`src/rtl/hazard_unit_pkg.sv`:
```
// Shared definitions for the pipeline hazard controller: register-address
// defaults, the zero-register constant, the scoreboard entry layout and the
// control-flush FSM encoding.
package hazard_unit_pkg;

  // Default architectural register address width (32 registers).
  localparam int REG_W_DEF = 5;

  // Scoreboard entries carry addresses zero-extended to this width so the
  // entry struct can live here, independent of the REG_W parameter.
  // REG_W must not exceed REG_W_MAX.
  localparam int REG_W_MAX = 8;

  // Width of the control-flush down-counter.
  localparam int CNT_W = 4;

  // Register x0 is hard-wired to zero: never a real producer or consumer.
  localparam logic [REG_W_MAX-1:0] ZERO_REG = '0;

  // One in-flight instruction as seen by the scoreboard.
  typedef struct packed {
    logic                 valid;
    logic [REG_W_MAX-1:0] rd;
    logic                 is_load;
  } sb_entry_t;

  // Control-flush FSM encoding.
  typedef enum logic {
    ST_IDLE  = 1'b0,
    ST_FLUSH = 1'b1
  } ctrl_state_t;

endpackage

```
`src/rtl/hazard_sb_entry.sv`:
```
// One scoreboard stage: a register holding {valid, rd, is_load} that loads
// its input on every clock edge unless the pipeline is frozen.
// Ports: clk/rst (async active-high), hold (freeze), d (next entry), q (entry).
module hazard_sb_entry
  import hazard_unit_pkg::*;
(
  input  logic      clk,
  input  logic      rst,
  input  logic      hold,
  input  sb_entry_t d,
  output sb_entry_t q
);

  always_ff @(posedge clk or posedge rst) begin
    if (rst) begin
      q <= '0;
    end else if (!hold) begin
      q <= d;
    end
  end

endmodule

```
`src/rtl/hazard_unit.sv`:
```
// Pipeline hazard controller. Tracks the destinations of DEPTH in-flight
// instructions and produces the global stall, the RAW/load-use bubble request,
// per-source forwarding selects and a multi-cycle control flush after jumps.
// Ports: clk/rst (async active-high); decode sources rs1/rs2 (+used), rd
// (+we, is_load); jump_taken; imem_stall/dmem_stall; outputs stall,
// data_hazard, control_hazard, fwd_sel1/fwd_sel2 (0 = register file,
// k = forward from the entry k stages ahead of decode).
module hazard_unit
  import hazard_unit_pkg::*;
#(
  parameter  int REG_W        = REG_W_DEF,
  parameter  int DEPTH        = 2,
  parameter  int FLUSH_CYCLES = 2,
  parameter  int FORWARD_EN   = 1,
  localparam int SEL_W        = $clog2(DEPTH + 1)
) (
  input  logic             clk,
  input  logic             rst,
  input  logic [REG_W-1:0] rs1,
  input  logic [REG_W-1:0] rs2,
  input  logic             rs1_used,
  input  logic             rs2_used,
  input  logic [REG_W-1:0] rd,
  input  logic             rd_we,
  input  logic             rd_is_load,
  input  logic             jump_taken,
  input  logic             imem_stall,
  input  logic             dmem_stall,
  output logic             stall,
  output logic             data_hazard,
  output logic             control_hazard,
  output logic [SEL_W-1:0] fwd_sel1,
  output logic [SEL_W-1:0] fwd_sel2
);

  localparam logic [CNT_W-1:0] RELOAD = CNT_W'(FLUSH_CYCLES - 1);

  logic [REG_W_MAX-1:0] rs1_x;
  logic [REG_W_MAX-1:0] rs2_x;
  logic [REG_W_MAX-1:0] rd_x;

  sb_entry_t sb_d [DEPTH:1];
  sb_entry_t sb_q [DEPTH:1];
  sb_entry_t entry_in;

  logic [DEPTH:1] match1;
  logic [DEPTH:1] match2;
  logic           raw;

  ctrl_state_t      state_q, state_d;
  logic [CNT_W-1:0] cnt_q, cnt_d;

  assign rs1_x = REG_W_MAX'(rs1);
  assign rs2_x = REG_W_MAX'(rs2);
  assign rd_x  = REG_W_MAX'(rd);

  assign stall = imem_stall | dmem_stall;

  // An instruction that is being bubbled or squashed must not enter the
  // scoreboard, otherwise younger instructions would wait on a ghost.
  assign entry_in = '{
    valid:   rd_we & (rd_x != ZERO_REG) & ~data_hazard & ~control_hazard,
    rd:      rd_x,
    is_load: rd_is_load
  };

  // Scoreboard shift register: entry 1 takes decode, entry k+1 takes entry k.
  for (genvar k = 1; k <= DEPTH; k++) begin : g_sb
    if (k == 1) begin : g_head
      assign sb_d[k] = entry_in;
    end else begin : g_tail
      assign sb_d[k] = sb_q[k-1];
    end

    hazard_sb_entry u_entry (
      .clk  (clk),
      .rst  (rst),
      .hold (stall),
      .d    (sb_d[k]),
      .q    (sb_q[k])
    );
  end

  always_comb begin
    match1 = '0;
    match2 = '0;
    for (int k = 1; k <= DEPTH; k++) begin
      match1[k] = rs1_used & (rs1_x != ZERO_REG) & sb_q[k].valid & (sb_q[k].rd == rs1_x);
      match2[k] = rs2_used & (rs2_x != ZERO_REG) & sb_q[k].valid & (sb_q[k].rd == rs2_x);
    end
  end

  // With a bypass network only a load one stage ahead is unresolvable; its
  // data is not available until the stage after. Without bypass every match
  // must wait until the producer has left the tracked window.
  always_comb begin
    raw = 1'b0;
    if (FORWARD_EN != 0) begin
      raw = (match1[1] | match2[1]) & sb_q[1].is_load;
    end else begin
      raw = (|match1) | (|match2);
    end
  end

  assign data_hazard = raw & ~control_hazard;

  // Scan oldest to youngest so the youngest matching producer is the final
  // assignment. A load in entry 1 has no data yet and is never a source.
  always_comb begin
    fwd_sel1 = '0;
    fwd_sel2 = '0;
    for (int k = DEPTH; k >= 1; k--) begin
      if (match1[k] && !(k == 1 && sb_q[1].is_load)) begin
        fwd_sel1 = SEL_W'(k);
      end
      if (match2[k] && !(k == 1 && sb_q[1].is_load)) begin
        fwd_sel2 = SEL_W'(k);
      end
    end
    if ((FORWARD_EN == 0) || data_hazard) begin
      fwd_sel1 = '0;
      fwd_sel2 = '0;
    end
  end

  // Control-flush FSM. The jump cycle itself is covered combinationally in
  // IDLE, so the counter only needs FLUSH_CYCLES-1 further cycles.
  always_ff @(posedge clk or posedge rst) begin
    if (rst) begin
      state_q <= ST_IDLE;
      cnt_q   <= '0;
    end else begin
      state_q <= state_d;
      cnt_q   <= cnt_d;
    end
  end

  always_comb begin
    state_d        = state_q;
    cnt_d          = cnt_q;
    control_hazard = jump_taken;
    case (state_q)
      ST_IDLE: begin
        control_hazard = jump_taken;
        // A jump seen during a stall is not latched; the source keeps
        // jump_taken high until the stall drops.
        if (jump_taken && !stall && (FLUSH_CYCLES > 1)) begin
          cnt_d   = RELOAD;
          state_d = ST_FLUSH;
        end
      end
      ST_FLUSH: begin
        control_hazard = 1'b1;
        if (!stall) begin
          if (jump_taken) begin
            cnt_d = RELOAD;
          end else begin
            cnt_d = cnt_q - 1'b1;
            if (cnt_q == CNT_W'(1)) begin
              state_d = ST_IDLE;
            end
          end
        end
      end
      default: begin
        state_d = ST_IDLE;
        cnt_d   = '0;
      end
    endcase
  end

endmodule

```
`config.mk`:
```
export PLATFORM = sky130hd
export DESIGN_NAME = hazard_unit
export DESIGN_NICKNAME = d
export VERILOG_FILES = /design/src/rtl/hazard_unit_pkg.sv /design/src/rtl/hazard_sb_entry.sv /design/src/rtl/hazard_unit.sv
export SDC_FILE = /design/constraint.sdc
export NUM_CORES = 1
export LEC_CHECK = 0
export CORE_MARGIN = 1
export CORE_UTILIZATION = 50
export DETAILED_ROUTE_END_ITERATION = 10
export PLACE_DENSITY = 0.83
export REMOVE_ABC_BUFFERS = 1
export SETUP_SLACK_MARGIN = 0.15
export SLEW_MARGIN = 0
export SYNTH_ARGS = -nofsm -noshare
export SYNTH_HDL_FRONTEND = slang
export SYNTH_SLANG_ARGS = --single-unit
export TNS_END_PERCENT = 5
```
`constraint.sdc`:
```
create_clock -name clk -period 4.15 [get_ports clk]
set_clock_uncertainty 0.2 [all_clocks]
set_input_delay 0.83 -clock clk [delete_from_list [all_inputs] [get_ports clk]]
set_output_delay 0.83 -clock clk [all_outputs]
set_load 0.02 [all_outputs]
```
==> impl_metrics.tcl, run 1 <==
set metrics [dict create \
    status "completed" \
    worstMarginPinSlew_ps 680 \
    yosysMostFrequentCell "nand2_1" \
    cts_buffers 3 \
    cp-endpoint "fwd_sel1[0]" \
    maxCapViolations 0 \
    avgSynthCellArea_um2 8.37 \
    hold_buffers 0 \
    synthTopCellsByArea "dfrtp_1 (41%), nand2_1 (15%), xor2_1 (10%)" \
    fin_crit_ps 3900 \
    cts_tree "done" \
    ctsLongestPathBuffers 2 \
    netlist.top_cell.by_area "dfrtp_1" \
    ys_types 26 \
    setup_viol 0 \
    drive_above_1_share_pct 8.38 \
    stdcell_area_um2 1490 \
    die_x_um 49.0 \
    ys_seq_area_share_pct 40.8 \
    async_flop_share_pct 100 \
    cp_max_fo 3 \
    yosysWarnings 0 \
    dieArea_um2 2400 \
    ios 31 \
    grt_pass1_vias 1040 \
    gp_congestion 0.850 \
    port_buffers 30 \
    crit_start "rs1[1]" \
    peakVddDrop_mv 0.299 \
    rr_endpoint "g_sb[1].u_entry.q[9]" \
    cts_htree_levels 1 \
    drtIter0Drc 26 \
    synthCells 132 \
    setup.worst_path.class "in2out" \
    slew_headroom_pct 54.6 \
    critical_path.endpoint_type "primary output" \
    die_h_um 49.0 \
    fin_nets 194 \
    grt_max_degree 19 \
    synth_area_um2 1100 \
    grt_pass1_wl_um 4500 \
    cts_setup_buffers 0 \
    root_buffer "clkbuf_4" \
    fin_ws_ps 250 \
    p_leak_nw 0.736 \
    instances_no_fill 194 \
    regArea_um2 450 \
    vias 1027 \
    areaGrowthSynthToFinish_pct 35.2 \
    yosys-top-cells-count "nand2_1 (43), dfrtp_1 (18), xor2_1 (13)" \
    antenna_left 0 \
    clk_pin_slew_ps 100 \
    antenna_found_initial 0 \
    viasPerCell 5.29 \
    post_drt_wl_per_cell_um 13.6 \
    r2r_cells 6 \
    critical_path_required_ps 3120 \
    remaining_drc_errors 0 \
    drv_slew 0 \
    wl_um 2630 \
    grtUsageTotal_pct 24.6 \
    rsz0062_at_grt "false" \
    timing.final.crit_share_pct 94.0 \
    crit_path_start_kind "primary input" \
    p_per_area_nw_per_um2 364 \
    core-area_um2 2020 \
    dp_slack_ps 0.735 \
    dp_hpwl_um 2030 \
    p_total_uw 544 \
    antenna_cells 0 \
    fmaxAchievable_mhz 256 \
    finalCoreUtilization_pct 73.9 \
    finalHoldViolCount 0 \
    synth-seq-cells 18 \
    crit_arrival_ps 2870 \
    ys.flop_type "dfrtp_1" \
    drt-pass1-iter-count 4 \
    clkSinkCount 18 \
    dpl-instance-area_um2 1450 \
    synth_edf_count 0 \
    nFillCells 153 \
    whs_ps 302 \
    start_util_pct 54.6 \
    hold_class "reg2reg" \
    placedCellCount 190 \
    rows 16 \
    insertion_delay_ps 280 \
    multi_input_area_um2 624 \
    fin_setup_tns_ps 0 \
    grt_overflow 0 \
    synthDominantCellAreaShare_pct 40.8 \
    r2r_slack_ps 2160 \
    r2r-start "g_sb[1].u_entry.q[3]" \
]
-- cell usage in the layout (no fill, tap or decap), drive strengths merged --
cell type and count:
or4 2, nor2 8, clkinv 1, o21ai 10
xnor2 7, dlygate4sd2 1, nand2 43, nand3 5
buf 3, nand4b 1, a21oi 3, dfrtp 18
nor4 3, clkdlybuf4s50 27, clkbuf 4, nor3 3
o2111ai 1, dlymetal6s2s 2, inv 5, xor2 13
nand4 2, a211oi 2, a22o 1, ha 2
-- worst max-delay path: stages --
cell	delay (ps)
clkdlybuf4s50_1	470
or4_4	560
o21ai_2	150
nand4b_4	160
buf_4	120
nor2_1	40
clkdlybuf4s50_1	540
-- worst min path at each step --
stage | startpoint | end | slack, ps | cells past startpoint
finish | cnt_q[1] | cnt_q[1] | 300 | 2
floorplan | cnt_q[1] | cnt_q[1] | 250 | 2
global route | cnt_q[1] | cnt_q[1] | 340 | 2
global placement | cnt_q[1] | cnt_q[1] | 270 | 2
CTS | cnt_q[1] | cnt_q[1] | 310 | 2
detailed placement | cnt_q[1] | cnt_q[1] | 290 | 2
-- sequential cells by signal, summed over array words and instances, names as in the netlist --
| name | flops |
|---|---|
| g_sb.u_entry.q | 13 |
| cnt_q | 4 |
| state_q | 1 |
-- where the power goes --
group	switching, mW	internal, mW
clock	0.0527	0.0534
sequential	0.0503	0.217
combinational	0.0874	0.0830
total	0.190	0.353
-- cell families after synthesis --
logic type      synth area share, %
simple gates                   28.4
fa+ha+maj                      2.26
flops                          40.8
compound gates                 9.97
buf+inv                        2.72
xor+xnor                       15.9
-- timing repair --
item                                   CTS  global route
resized for setup                        1             2
setup endpoints to repair                3             4
pin swaps                                0             2
endpoints found under the hold margin    0             0
-- per-layer routing --
metal / wire (um) / global-route usage [%] / vias to the layer above
met1: 1170 / 29.7 / 488
li1: - / - / 513
met2: 1350 / 45.1 / 24
met3: 89 / 2.18 / 2
met4: 22 / 8.82 / 0
met5: 0 / 0 / -
-- layout make-up --
class                           instances  area share, %
Tap cell                               27           2.26
Clock buffer                            4           2.43
Sequential cell                        18           30.2
Inverter                                6           1.51
Multi-Input combinational cell        106           41.8
Timing Repair Buffer                   33           21.9
No activity file was read; power rests on OpenSTA's default activity.
==> inputs of run 2 (changes only) <==
PLACE_DENSITY = not set   (was 0.83)
PLACE_DENSITY_LB_ADDON = 0.15   (was not set)
SKIP_LAST_GASP = 1   (was not set)
==> impl_metrics.tcl, run 2 (synthesized netlist as in run 1, its figures left out) <==
set metrics [dict create \
    clk_pin_slew_ps 100 \
    cts_htree_levels 1 \
    clkSinkCount 18 \
    status "completed" \
    slew_headroom_pct 53.4 \
    fin_nets 196 \
    remaining_drc_errors 0 \
    antenna_cells 0 \
    whs_ps 309 \
    fin_crit_ps 4010 \
    cts_buffers 3 \
    critical_path.endpoint_type "primary output" \
    antenna_left 0 \
    setup.worst_path.class "in2out" \
    die_x_um 49.0 \
    nFillCells 156 \
    fmaxAchievable_mhz 250 \
    setup_viol 0 \
    grt_pass1_wl_um 4410 \
    fin_setup_tns_ps 0 \
    start_util_pct 54.6 \
    critical_path_required_ps 3120 \
    antenna_found_initial 0 \
    finalHoldViolCount 0 \
    ctsLongestPathBuffers 2 \
    multi_input_area_um2 624 \
    grt_max_degree 19 \
    cp_max_fo 4 \
    grt_pass1_vias 1024 \
    worstMarginPinSlew_ps 698 \
    hold_class "reg2reg" \
    rows 16 \
    grtUsageTotal_pct 24.3 \
    die_h_um 49.0 \
    p_per_area_nw_per_um2 368 \
    grt_overflow 0 \
    regArea_um2 450 \
    post_drt_wl_per_cell_um 13.7 \
    final_cell_mix "nand2_1 (43), clkdlybuf4s50_1 (28), dfrtp_1 (18), xor2_1 (13)" \
    final_common_cell "nand2_1" \
    gp_congestion 0.984 \
    wl_um 2680 \
    rsz0062_at_grt "true" \
    ios 31 \
    largest_reg_flops 13 \
    p_leak_nw 0.728 \
    drive_above_1_share_pct 9.47 \
    core-area_um2 2020 \
    cts_tree "done" \
    crit_path_start_kind "primary input" \
    drv_slew 0 \
    viasPerCell 5.33 \
    root_buffer "clkbuf_4" \
    vias 1044 \
    port_buffers 30 \
    peakVddDrop_mv 0.258 \
    reg.largest.list "g_sb.u_entry.q (13), cnt_q (4), state_q (1)" \
    dieArea_um2 2400 \
    drtIter0Drc 40 \
    maxCapViolations 0 \
    drt-pass1-iter-count 5 \
    largest_register "g_sb.u_entry.q" \
    areaGrowthSynthToFinish_pct 36.4 \
    insertion_delay_ps 300 \
    p_total_uw 555 \
    timing.final.crit_share_pct 96.5 \
    crit_arrival_ps 2980 \
    dp_hpwl_um 2030 \
]
run 2: cell count changes in the layout (fill, tap and decap cells not counted):
cell | before | now
buf_4 | 3 | 5
clkdlybuf4s50_1 | 27 | 28
dlymetal6s2s_1 | 2 | 1
run 2: worst max-delay path, stage by stage:
cell	delay (ps)
clkdlybuf4s50_1	430
or4_4	540
o21ai_2	150
nand4b_4	170
o21ai_0	80
a21oi_1	160
clkdlybuf4s50_1	610
run 2: what timing repair did:
action,CTS,global route
resized for setup,1,1
hold buffers,0,0
pin swaps,0,1
endpoints found under the setup margin,3,3
buffers inserted,0,0
run 2: stage by stage:
step / instances / cell area, um2 / utilization (%) / worst slack, ps
2_1_floorplan: 130 / 1100 / - / 848
3_5_place_dp: 192 / 1470 / 72.6 / 86.0
5_1_grt: 196 / 1510 / 74.5 / 46.8
6_report: 196 / 1510 / 74.5 / 144
4_1_cts: 196 / 1500 / 74.4 / 98.3
3_3_place_gp: 192 / 1470 / 72.6 / 106
run 2: final timing paths:
check | from | end | slack [ps] | cells past startpoint
max reg2reg | g_sb[1].u_entry.q[5] | g_sb[1].u_entry.q[9] | 2260 | 5
max in group asynchronous | rst | g_sb[1].u_entry.q[0] | 2590 | 2
min in group asynchronous | rst | g_sb[1].u_entry.q[4] | 720 | 2
min reg2reg | cnt_q[1] | cnt_q[1] | 310 | 2
min | cnt_q[1] | cnt_q[1] | 310 | 2
max | rs1[1] | fwd_sel2[1] | 140 | 7
run 2: final cells by class:
cell class                      instances  share of cell area, %
Clock buffer                            4                   2.41
Inverter                                6                   1.50
Multi-Input combinational cell        106                   41.4
Sequential cell                        18                   29.9
Tap cell                               27                   2.24
Timing Repair Buffer                   35                   22.5
run 2: power breakdown:
part | internal (mW) | leakage [nW] | switching (mW)
logic | 0.0854 | 0.481 | 0.0899
clock network | 0.0536 | 0.0210 | 0.0584
registers | 0.217 | 0.225 | 0.0502
total | 0.356 | 0.728 | 0.198
run 2: per-layer routing:
| layer | vias up | track usage [%] | share of wire, % |
|---|---|---|---|
| met5 | - | 0 | 0 |
| li1 | 518 | - | - |
| met2 | 29 | 45.4 | 51 |
| met3 | 5 | 3.12 | 4.0 |
| met1 | 492 | 28.7 | 44 |
| met4 | 0 | 7.35 | 1.2 |
